[config.mk]
export PLATFORM = sky130hd
export DESIGN_NAME = feature_add_pair_feeder
export DESIGN_NICKNAME = d
export VERILOG_FILES = /design/src/rtl/feature_add_pair_feeder_pkg.sv /design/src/rtl/feature_add_pair_feeder_fifo.sv /design/src/rtl/feature_add_pair_feeder.sv
export SDC_FILE = /design/constraint.sdc
export NUM_CORES = 2
export LEC_CHECK = 0
export BUFFER_PORTS_ARGS = -buffer_cell sky130_fd_sc_hd__buf_4
export CAP_MARGIN = 25
export CORE_AREA = 2 2 410 412
export CTS_CLUSTER_DIAMETER = 150
export DETAILED_ROUTE_END_ITERATION = 8
export DIE_AREA = 0 0 412 414
export GPL_ROUTABILITY_DRIVEN = 0
export PLACE_DENSITY = 0.72
export SETUP_SLACK_MARGIN = 0.4
export SLEW_MARGIN = 40
export SYNTH_ARGS = -nofsm -noshare
export SYNTH_HDL_FRONTEND = slang
export SYNTH_SLANG_ARGS = --single-unit
[constraint.sdc]
create_clock -name system_clk -period 14.85 [get_ports system_clk]
set_clock_uncertainty 0.1 [all_clocks]
set_input_delay 0.7425 -clock system_clk [delete_from_list [all_inputs] [get_ports system_clk]]
set_output_delay 0.7425 -clock system_clk [all_outputs]
set_load 0.05 [all_outputs]
[src/rtl/feature_add_pair_feeder_pkg.sv]
// Shared definitions for the feature-add pair feeder.
//  - Default feature lane width.
//  - Lane count per beat.
//  - FSM state type.
//  - Saturating absolute-difference helper, used by the skew monitor.
package feature_add_pair_feeder_pkg;

  localparam int FEATURE_WIDTH_DEF = 16;

  localparam int LANE_NUM = 8;

  typedef enum logic [1:0] {
    ST_IDLE = 2'd0,
    ST_RUN  = 2'd1,
    ST_DONE = 2'd2
  } feeder_state_e;

  // |a-b| clipped to 8 bits.
  function automatic logic [7:0] sat_abs_diff(input logic [15:0] a, input logic [15:0] b);
    logic [15:0] diff;
    diff = (a > b) ? (a - b) : (b - a);
    return (diff > 16'd255) ? 8'hFF : diff[7:0];
  endfunction

endpackage

[src/rtl/feature_add_pair_feeder_fifo.sv]
// feature_pair_fifo: a synchronous, show-ahead FIFO. One instance is used per input side.
//  Ports:
//   system_clk, rst_n : clock and asynchronous active-low reset. Reset clears only the pointers and the count.
//   wr_data, push     : write port. A push is taken when the FIFO is not full, or when a pop happens in the same cycle.
//   rd_data, pop      : rd_data always shows the head entry. pop removes the head.
//   full, empty, count: occupancy status, driven from registered state.
//  The storage array has no reset. Its contents are only read after a write.
module feature_pair_fifo #(
  parameter int WIDTH = 128,
  parameter int DEPTH = 8,
  localparam int AW = $clog2(DEPTH),
  localparam int CW = AW + 1
) (
  input  logic             system_clk,
  input  logic             rst_n,
  input  logic [WIDTH-1:0] wr_data,
  input  logic             push,
  input  logic             pop,
  output logic [WIDTH-1:0] rd_data,
  output logic             full,
  output logic             empty,
  output logic [CW-1:0]    count
);

  logic [WIDTH-1:0] mem_q [DEPTH];
  logic [AW-1:0]    wr_ptr_q, wr_ptr_d;
  logic [AW-1:0]    rd_ptr_q, rd_ptr_d;
  logic [CW-1:0]    count_q, count_d;
  logic             do_push, do_pop;

  always_comb begin
    do_pop   = pop & ~empty;
    do_push  = push & (~full | do_pop);
    // DEPTH is a power of two, so the pointers wrap naturally.
    wr_ptr_d = wr_ptr_q + AW'(do_push);
    rd_ptr_d = rd_ptr_q + AW'(do_pop);
    count_d  = count_q + CW'(do_push) - CW'(do_pop);
  end

  always_ff @(posedge system_clk or negedge rst_n) begin
    if (!rst_n) begin
      wr_ptr_q <= '0;
      rd_ptr_q <= '0;
      count_q  <= '0;
    end else begin
      wr_ptr_q <= wr_ptr_d;
      rd_ptr_q <= rd_ptr_d;
      count_q  <= count_d;
    end
  end

  always_ff @(posedge system_clk) begin
    if (do_push) mem_q[wr_ptr_q] <= wr_data;
  end

  assign rd_data = mem_q[rd_ptr_q];
  assign full    = (count_q == CW'(DEPTH));
  assign empty   = (count_q == '0);
  assign count   = count_q;

endmodule

[src/rtl/feature_add_pair_feeder.sv]
// feature_add_pair_feeder
//  Takes two independent 8-lane feature streams: x1 (main path) and x2 (shortcut path).
//  Each stream is buffered in its own skew FIFO. The module pops the two FIFOs in lock-step and
//  emits the k-th x1 beat paired with the k-th x2 beat under one shared valid strobe.
//  Each accepted start runs one tile of beat_num beats per side.
//  Ports:
//   system_clk, rst_n           : clock and asynchronous active-low reset.
//   start, beat_num             : begin a tile. start is ignored while busy. beat_num is sampled only on an accepted start.
//   x1_data_in/valid_in/ready_out : main-path input handshake.
//   x2_data_in/valid_in/ready_out : shortcut-path input handshake.
//   out_ready_in                : downstream can take a pair this cycle.
//   feature_x1_out/x2_out       : registered paired words. They hold their value between strobes.
//   feature_x_valid_out         : one-cycle strobe per emitted pair.
//   busy, done                  : busy is high from the accepted start until done. done is a one-cycle pulse.
//   skew_max                    : peak |occupancy1-occupancy2|. This output is live only when
//                                 FEATURE_FEEDER_SKEW_MON_EN is defined. Otherwise it is 0.
//  Handshake: a beat moves on a rising edge where valid and ready are both high.
//   ready depends only on registered state and never on valid.
//   A producer must hold its data stable while valid is high and the beat has not been taken.
module feature_add_pair_feeder
  import feature_add_pair_feeder_pkg::*;
#(
  parameter int FEATURE_WIDTH = FEATURE_WIDTH_DEF,
  parameter int FIFO_DEPTH    = 8,
  parameter int LEN_WIDTH     = 16,
  localparam int BUS_W        = FEATURE_WIDTH * LANE_NUM
) (
  input  logic                 system_clk,
  input  logic                 rst_n,
  input  logic                 start,
  input  logic [LEN_WIDTH-1:0] beat_num,
  input  logic [BUS_W-1:0]     x1_data_in,
  input  logic                 x1_valid_in,
  output logic                 x1_ready_out,
  input  logic [BUS_W-1:0]     x2_data_in,
  input  logic                 x2_valid_in,
  output logic                 x2_ready_out,
  input  logic                 out_ready_in,
  output logic [BUS_W-1:0]     feature_x1_out,
  output logic [BUS_W-1:0]     feature_x2_out,
  output logic                 feature_x_valid_out,
  output logic                 busy,
  output logic                 done,
  output logic [7:0]           skew_max
);

  localparam int CNT_W = $clog2(FIFO_DEPTH) + 1;

  feeder_state_e        state_q, state_d;
  logic [LEN_WIDTH-1:0] beat_num_q, beat_num_d;
  logic [LEN_WIDTH-1:0] in_cnt1_q, in_cnt1_d;
  logic [LEN_WIDTH-1:0] in_cnt2_q, in_cnt2_d;
  logic [LEN_WIDTH-1:0] out_cnt_q, out_cnt_d;
  logic [BUS_W-1:0]     x1_out_q, x1_out_d;
  logic [BUS_W-1:0]     x2_out_q, x2_out_d;
  logic                 valid_q, valid_d;

  logic [BUS_W-1:0]     fifo1_head, fifo2_head;
  logic                 fifo1_full, fifo1_empty, fifo2_full, fifo2_empty;
  logic [CNT_W-1:0]     fifo1_count, fifo2_count;
  logic                 push1, push2, pop_pair, start_acc;

  assign start_acc    = start & (state_q == ST_IDLE);
  // Each side stops accepting once the tile's beat quota is reached, so extra beats stall.
  assign x1_ready_out = (state_q == ST_RUN) & ~fifo1_full & (in_cnt1_q < beat_num_q);
  assign x2_ready_out = (state_q == ST_RUN) & ~fifo2_full & (in_cnt2_q < beat_num_q);
  assign push1        = x1_valid_in & x1_ready_out;
  assign push2        = x2_valid_in & x2_ready_out;
  assign pop_pair     = (state_q == ST_RUN) & ~fifo1_empty & ~fifo2_empty & out_ready_in;

  feature_pair_fifo #(.WIDTH(BUS_W), .DEPTH(FIFO_DEPTH)) u_fifo1 (
    .system_clk (system_clk),
    .rst_n      (rst_n),
    .wr_data    (x1_data_in),
    .push       (push1),
    .pop        (pop_pair),
    .rd_data    (fifo1_head),
    .full       (fifo1_full),
    .empty      (fifo1_empty),
    .count      (fifo1_count)
  );

  feature_pair_fifo #(.WIDTH(BUS_W), .DEPTH(FIFO_DEPTH)) u_fifo2 (
    .system_clk (system_clk),
    .rst_n      (rst_n),
    .wr_data    (x2_data_in),
    .push       (push2),
    .pop        (pop_pair),
    .rd_data    (fifo2_head),
    .full       (fifo2_full),
    .empty      (fifo2_empty),
    .count      (fifo2_count)
  );

  always_comb begin
    state_d    = state_q;
    beat_num_d = beat_num_q;
    in_cnt1_d  = in_cnt1_q;
    in_cnt2_d  = in_cnt2_q;
    out_cnt_d  = out_cnt_q;
    x1_out_d   = x1_out_q;
    x2_out_d   = x2_out_q;
    valid_d    = 1'b0;
    case (state_q)
      ST_IDLE: begin
        if (start) begin
          beat_num_d = beat_num;
          in_cnt1_d  = '0;
          in_cnt2_d  = '0;
          out_cnt_d  = '0;
          // An empty tile still produces a busy/done handshake.
          state_d    = (beat_num == '0) ? ST_DONE : ST_RUN;
        end
      end
      ST_RUN: begin
        if (push1) in_cnt1_d = in_cnt1_q + LEN_WIDTH'(1);
        if (push2) in_cnt2_d = in_cnt2_q + LEN_WIDTH'(1);
        if (pop_pair) begin
          x1_out_d  = fifo1_head;
          x2_out_d  = fifo2_head;
          valid_d   = 1'b1;
          out_cnt_d = out_cnt_q + LEN_WIDTH'(1);
          // The final strobe and done appear in the same cycle.
          if (out_cnt_q == beat_num_q - LEN_WIDTH'(1)) state_d = ST_DONE;
        end
      end
      ST_DONE: state_d = ST_IDLE;
      default: state_d = ST_IDLE;
    endcase
  end

  always_ff @(posedge system_clk or negedge rst_n) begin
    if (!rst_n) begin
      state_q    <= ST_IDLE;
      beat_num_q <= '0;
      in_cnt1_q  <= '0;
      in_cnt2_q  <= '0;
      out_cnt_q  <= '0;
      x1_out_q   <= '0;
      x2_out_q   <= '0;
      valid_q    <= 1'b0;
    end else begin
      state_q    <= state_d;
      beat_num_q <= beat_num_d;
      in_cnt1_q  <= in_cnt1_d;
      in_cnt2_q  <= in_cnt2_d;
      out_cnt_q  <= out_cnt_d;
      x1_out_q   <= x1_out_d;
      x2_out_q   <= x2_out_d;
      valid_q    <= valid_d;
    end
  end

  assign feature_x1_out      = x1_out_q;
  assign feature_x2_out      = x2_out_q;
  assign feature_x_valid_out = valid_q;
  assign busy                = (state_q != ST_IDLE);
  assign done                = (state_q == ST_DONE);

`ifdef FEATURE_FEEDER_SKEW_MON_EN
  logic [7:0] skew_q, skew_d, skew_now;

  always_comb begin
    skew_now = sat_abs_diff(16'(fifo1_count), 16'(fifo2_count));
    skew_d   = skew_q;
    if (start_acc)                                     skew_d = '0;
    else if ((state_q == ST_RUN) && (skew_now > skew_q)) skew_d = skew_now;
  end

  always_ff @(posedge system_clk or negedge rst_n) begin
    if (!rst_n) skew_q <= '0;
    else        skew_q <= skew_d;
  end

  assign skew_max = skew_q;
`else
  logic unused_skew;
  assign unused_skew = ^{fifo1_count, fifo2_count, start_acc};
  assign skew_max    = '0;
`endif

endmodule
==> results.cfg <==
[outcome]
status = finished clean

[clock_tree]
cts_root_buffer = clkbuf_16
cts_sinks = 2391
cts-buffers-inserted = 226
cts_setup_buffers = 0
htreeDepth = 4
clock_path_buffers = 3
cts_resized = 0
clock_latency_ns = 0.87
clkTransAtPathRegs_ns = 0.06
cts_tree = yes

[global_route]
grt_start_max_net_pins = 160
grt_pass1_wl_um = 295000
grtUsageTotal = 0.233
antenna_found_initial = 36
overflow = 0
grt_pass1_vias = 46600

[placed_design]
dp_hpwl_um = 113000
dpl-instance-area_mm2 = 0.0977
portBuffers = 538

[synthesis]
yosys.area.top_type = edfxtp_1
synth_top_flop_cell = edfxtp_1
yosys_warnings = 0
synth-seq-cells = 2391
syn_inst = 4392
synth_edf_count = 2048
ys_top_cells_by_area = edfxtp_1 68%, mux4_2 13%, dfrtp_1 9.5%
synthArstFlopShare = 0.143
syn_area_mm2 = 0.0907
ys_seq_area_frac = 0.773
synth_top_cell_area_share = 0.678
syn_area_per_cell_um2 = 20.6
synth_cell_types = 60

[sta]
post-route-min-period_ns = 5.32
report.final.slew_viol_count = 0
rsz0062_at_grt = no
max_freq_mhz = 188
tns_ns = 0
hold_viol = 0
slew_headroom = 0.409
setup_viol = 0
worstMarginPinSlew_ns = 0.887
period_share = 0.358

[floorplan]
rows = 150
io_pins = 547
core_area_mm2 = 0.166
initial_core_util = 0.545
die_h_um = 414
die_w_um = 412
dieArea_mm2 = 0.171

[detailed_routing]
drt-vias-per-instance = 5.85
drc = 0
wl_um = 198000
vias = 45200
first_pass_iters = 5
ant_nets = 0
wl_per_cell_um = 25.6
drtIter0Drc = 3840

[power]
power_frac_comb = 0.310
vdd_drop_max_mv = 0.154
p_sw_mw = 7.17
p_int_mw = 14.6
power_frac_seq = 0.424
p_total_mw = 21.8
powerDensity_mw_per_mm2 = 201
p_leak_nw = 38.0
p_sw_frac = 0.329
share_clk_of_total_power = 0.266

[cells_and_area]
area.growth.synth_to_final_pct = 19.4
n_fill_cell = 10900
stdcell_area_mm2 = 0.108
drive_above_1_share = 0.274
multi_input_area_mm2 = 0.0196
fin_nets = 5625
final-seq-area_mm2 = 0.0701

[setup_path]
cp-start-kind = register
critical_path.slowest_cell = buf_4
crit_top_cell = buf_4
endpoint_kind = register
crit_path_cell_trace = inv_1, ha_1, a211oi_1, o21ai_1, a221o_1, a21o_1, inv_2, nand2_1, nor3b_2, buf_4, buf_6, buf_4
crit_type = reg2reg
critPathArrivalTime_ns = 5.67
cp.required_ns = 15.20
cp_max_fo = 51
max_stage_delay_ns = 0.71

[min_path]
min_path_type = in2reg

[job]
timing.max_cap.violations = 0
## per-layer routing
metal	up-vias	share of wire	GRT usage
li1	19600	-	-
met1	23800	0.41	0.324
met2	1503	0.49	0.373
met3	305	0.067	0.0518
met4	38	0.026	0.0688
met5	-	0.0012	0
## flip-flops by register name, indices dropped and copies added (netlist names)
register and cells:
feature_x_valid_out 1, in_cnt2_q 16, u_fifo1.count 4, u_fifo2.rd_ptr_q 3
in_cnt1_q 16, beat_num_q 16, u_fifo1.rd_ptr_q 3, state_q 2
u_fifo2.wr_ptr_q 3, u_fifo2.mem_q 1024, feature_x1_out 128, u_fifo1.mem_q 1024
u_fifo1.wr_ptr_q 3, feature_x2_out 128, out_cnt_q 16, u_fifo2.count 4
## final cells by class
cell class	count	share of cell area
antenna	22	0.000508
clock buffer	314	0.0572
clock inverter	117	0.0128
inverter	45	0.00156
multi-input combinational	1734	0.181
sequential	2391	0.647
tap	2204	0.0255
timing repair buffer	893	0.0735
## worst paths after layout
kind	from	to	slack, ns	depth (start not counted)
min in group asynchronous	rst_n	in_cnt1_q[11]	0.33	2
worst max-delay path	beat_num_q[2]	u_fifo1.mem_q[3][112]	9.53	12
max in group asynchronous	rst_n	feature_x1_out[109]	12.40	5
worst max register to register	beat_num_q[2]	u_fifo1.mem_q[3][112]	9.53	12
worst min register to register	feature_x1_out[19]	feature_x1_out[19]	0.38	2
worst min-delay path	x1_data_in[1]	u_fifo1.mem_q[1][1]	0.14	1
## cell usage after synthesis, types with 15 or more instances
| cell type | count |
|---|---|
| ha_1 | 54 |
| o21ai_0 | 181 |
| nand4_1 | 20 |
| clkbuf_1 | 139 |
| dfrtp_1 | 343 |
| inv_1 | 42 |
| buf_2 | 58 |
| nand3_1 | 26 |
| xor2_1 | 28 |
| nand2_1 | 319 |
| edfxtp_1 | 2048 |
| mux2i_1 | 265 |
| buf_1 | 21 |
| o21ai_1 | 107 |
| nor2_1 | 40 |
| xnor2_1 | 22 |
| a21oi_1 | 22 |
| nor4_1 | 15 |
| mux4_2 | 512 |
| and3_1 | 16 |
## repair_timing
action / CTS / global route
setup endpoints to repair: 0 / 0
hold endpoints to repair: 2101 / 0
hold buffers: 271 / 0
## cells by family after synthesis
logic type	after synthesis	share of synthesized area
adder cells (fa/ha/maj)	56	0.00789
flip-flops	2391	0.773
AND/OR/NAND/NOR	484	0.0235
multiplexers	778	0.157
AO/OA/AOI/OAI	358	0.0215
buffers and inverters	274	0.0128
other	1	0.0000414
XOR/XNOR	50	0.00483
## metrics by stage
step / utilization / std cells / worst slack (ns) / hold WS (ns)
final: 0.651 / 7720 / 9.53 / 0.144
after global routing: 0.651 / 7710 / 9.32 / 0.0734
after CTS: 0.650 / 7691 / 9.33 / 0.0206
after detailed placement: 0.588 / 6989 / 9.35 / 0.372
after global placement: 0.585 / 6976 / 8.96 / 0.363
after floorplan: - / 4399 / 2.65 / 0.347
## critical path, delay by kind of cell (launching register included)
kind            cells  cell delay [ns]
compound gates      4             1.08
flops               1             0.50
fa+ha+maj           1             0.33
simple gates        2             0.48
buf+inv             5             2.28
## power by group through the flow
stage | logic, mW | registers [mW] | clock network, mW
floorplan | 3.59 | 10.5 | 0
global placement | 6.53 | 9.37 | 0
detailed placement | 6.73 | 9.37 | 0
CTS | 6.82 | 9.24 | 5.91
global route | 7.19 | 9.34 | 6.17
finish | 6.75 | 9.23 | 5.79
## cells in the final DEF, fill, tap and decap left out, types with 9 or more instances in the layout
cell type	instances
clkinv_1	26
buf_4	567
clkbuf_1	67
nor2_1	37
nor3_1	9
a21oi_1	22
nand4_1	20
clkbuf_16	226
nor4_1	13
mux4_2	512
buf_12	20
nand2_1	319
inv_1	42
clkbuf_8	21
diode_2	22
ha_1	54
nand3_1	25
clkinvlp_4	13
clkinv_2	39
mux2i_1	265
buf_6	22
dfrtp_1	337
o21ai_1	107
and3_1	16
xnor2_1	22
dlygate4sd3_1	271
xor2_1	28
edfxtp_1	2048
buf_16	12
a21o_1	13
o21ai_0	181
bufinv_16	22
Power figures use the tool's default switching activity.
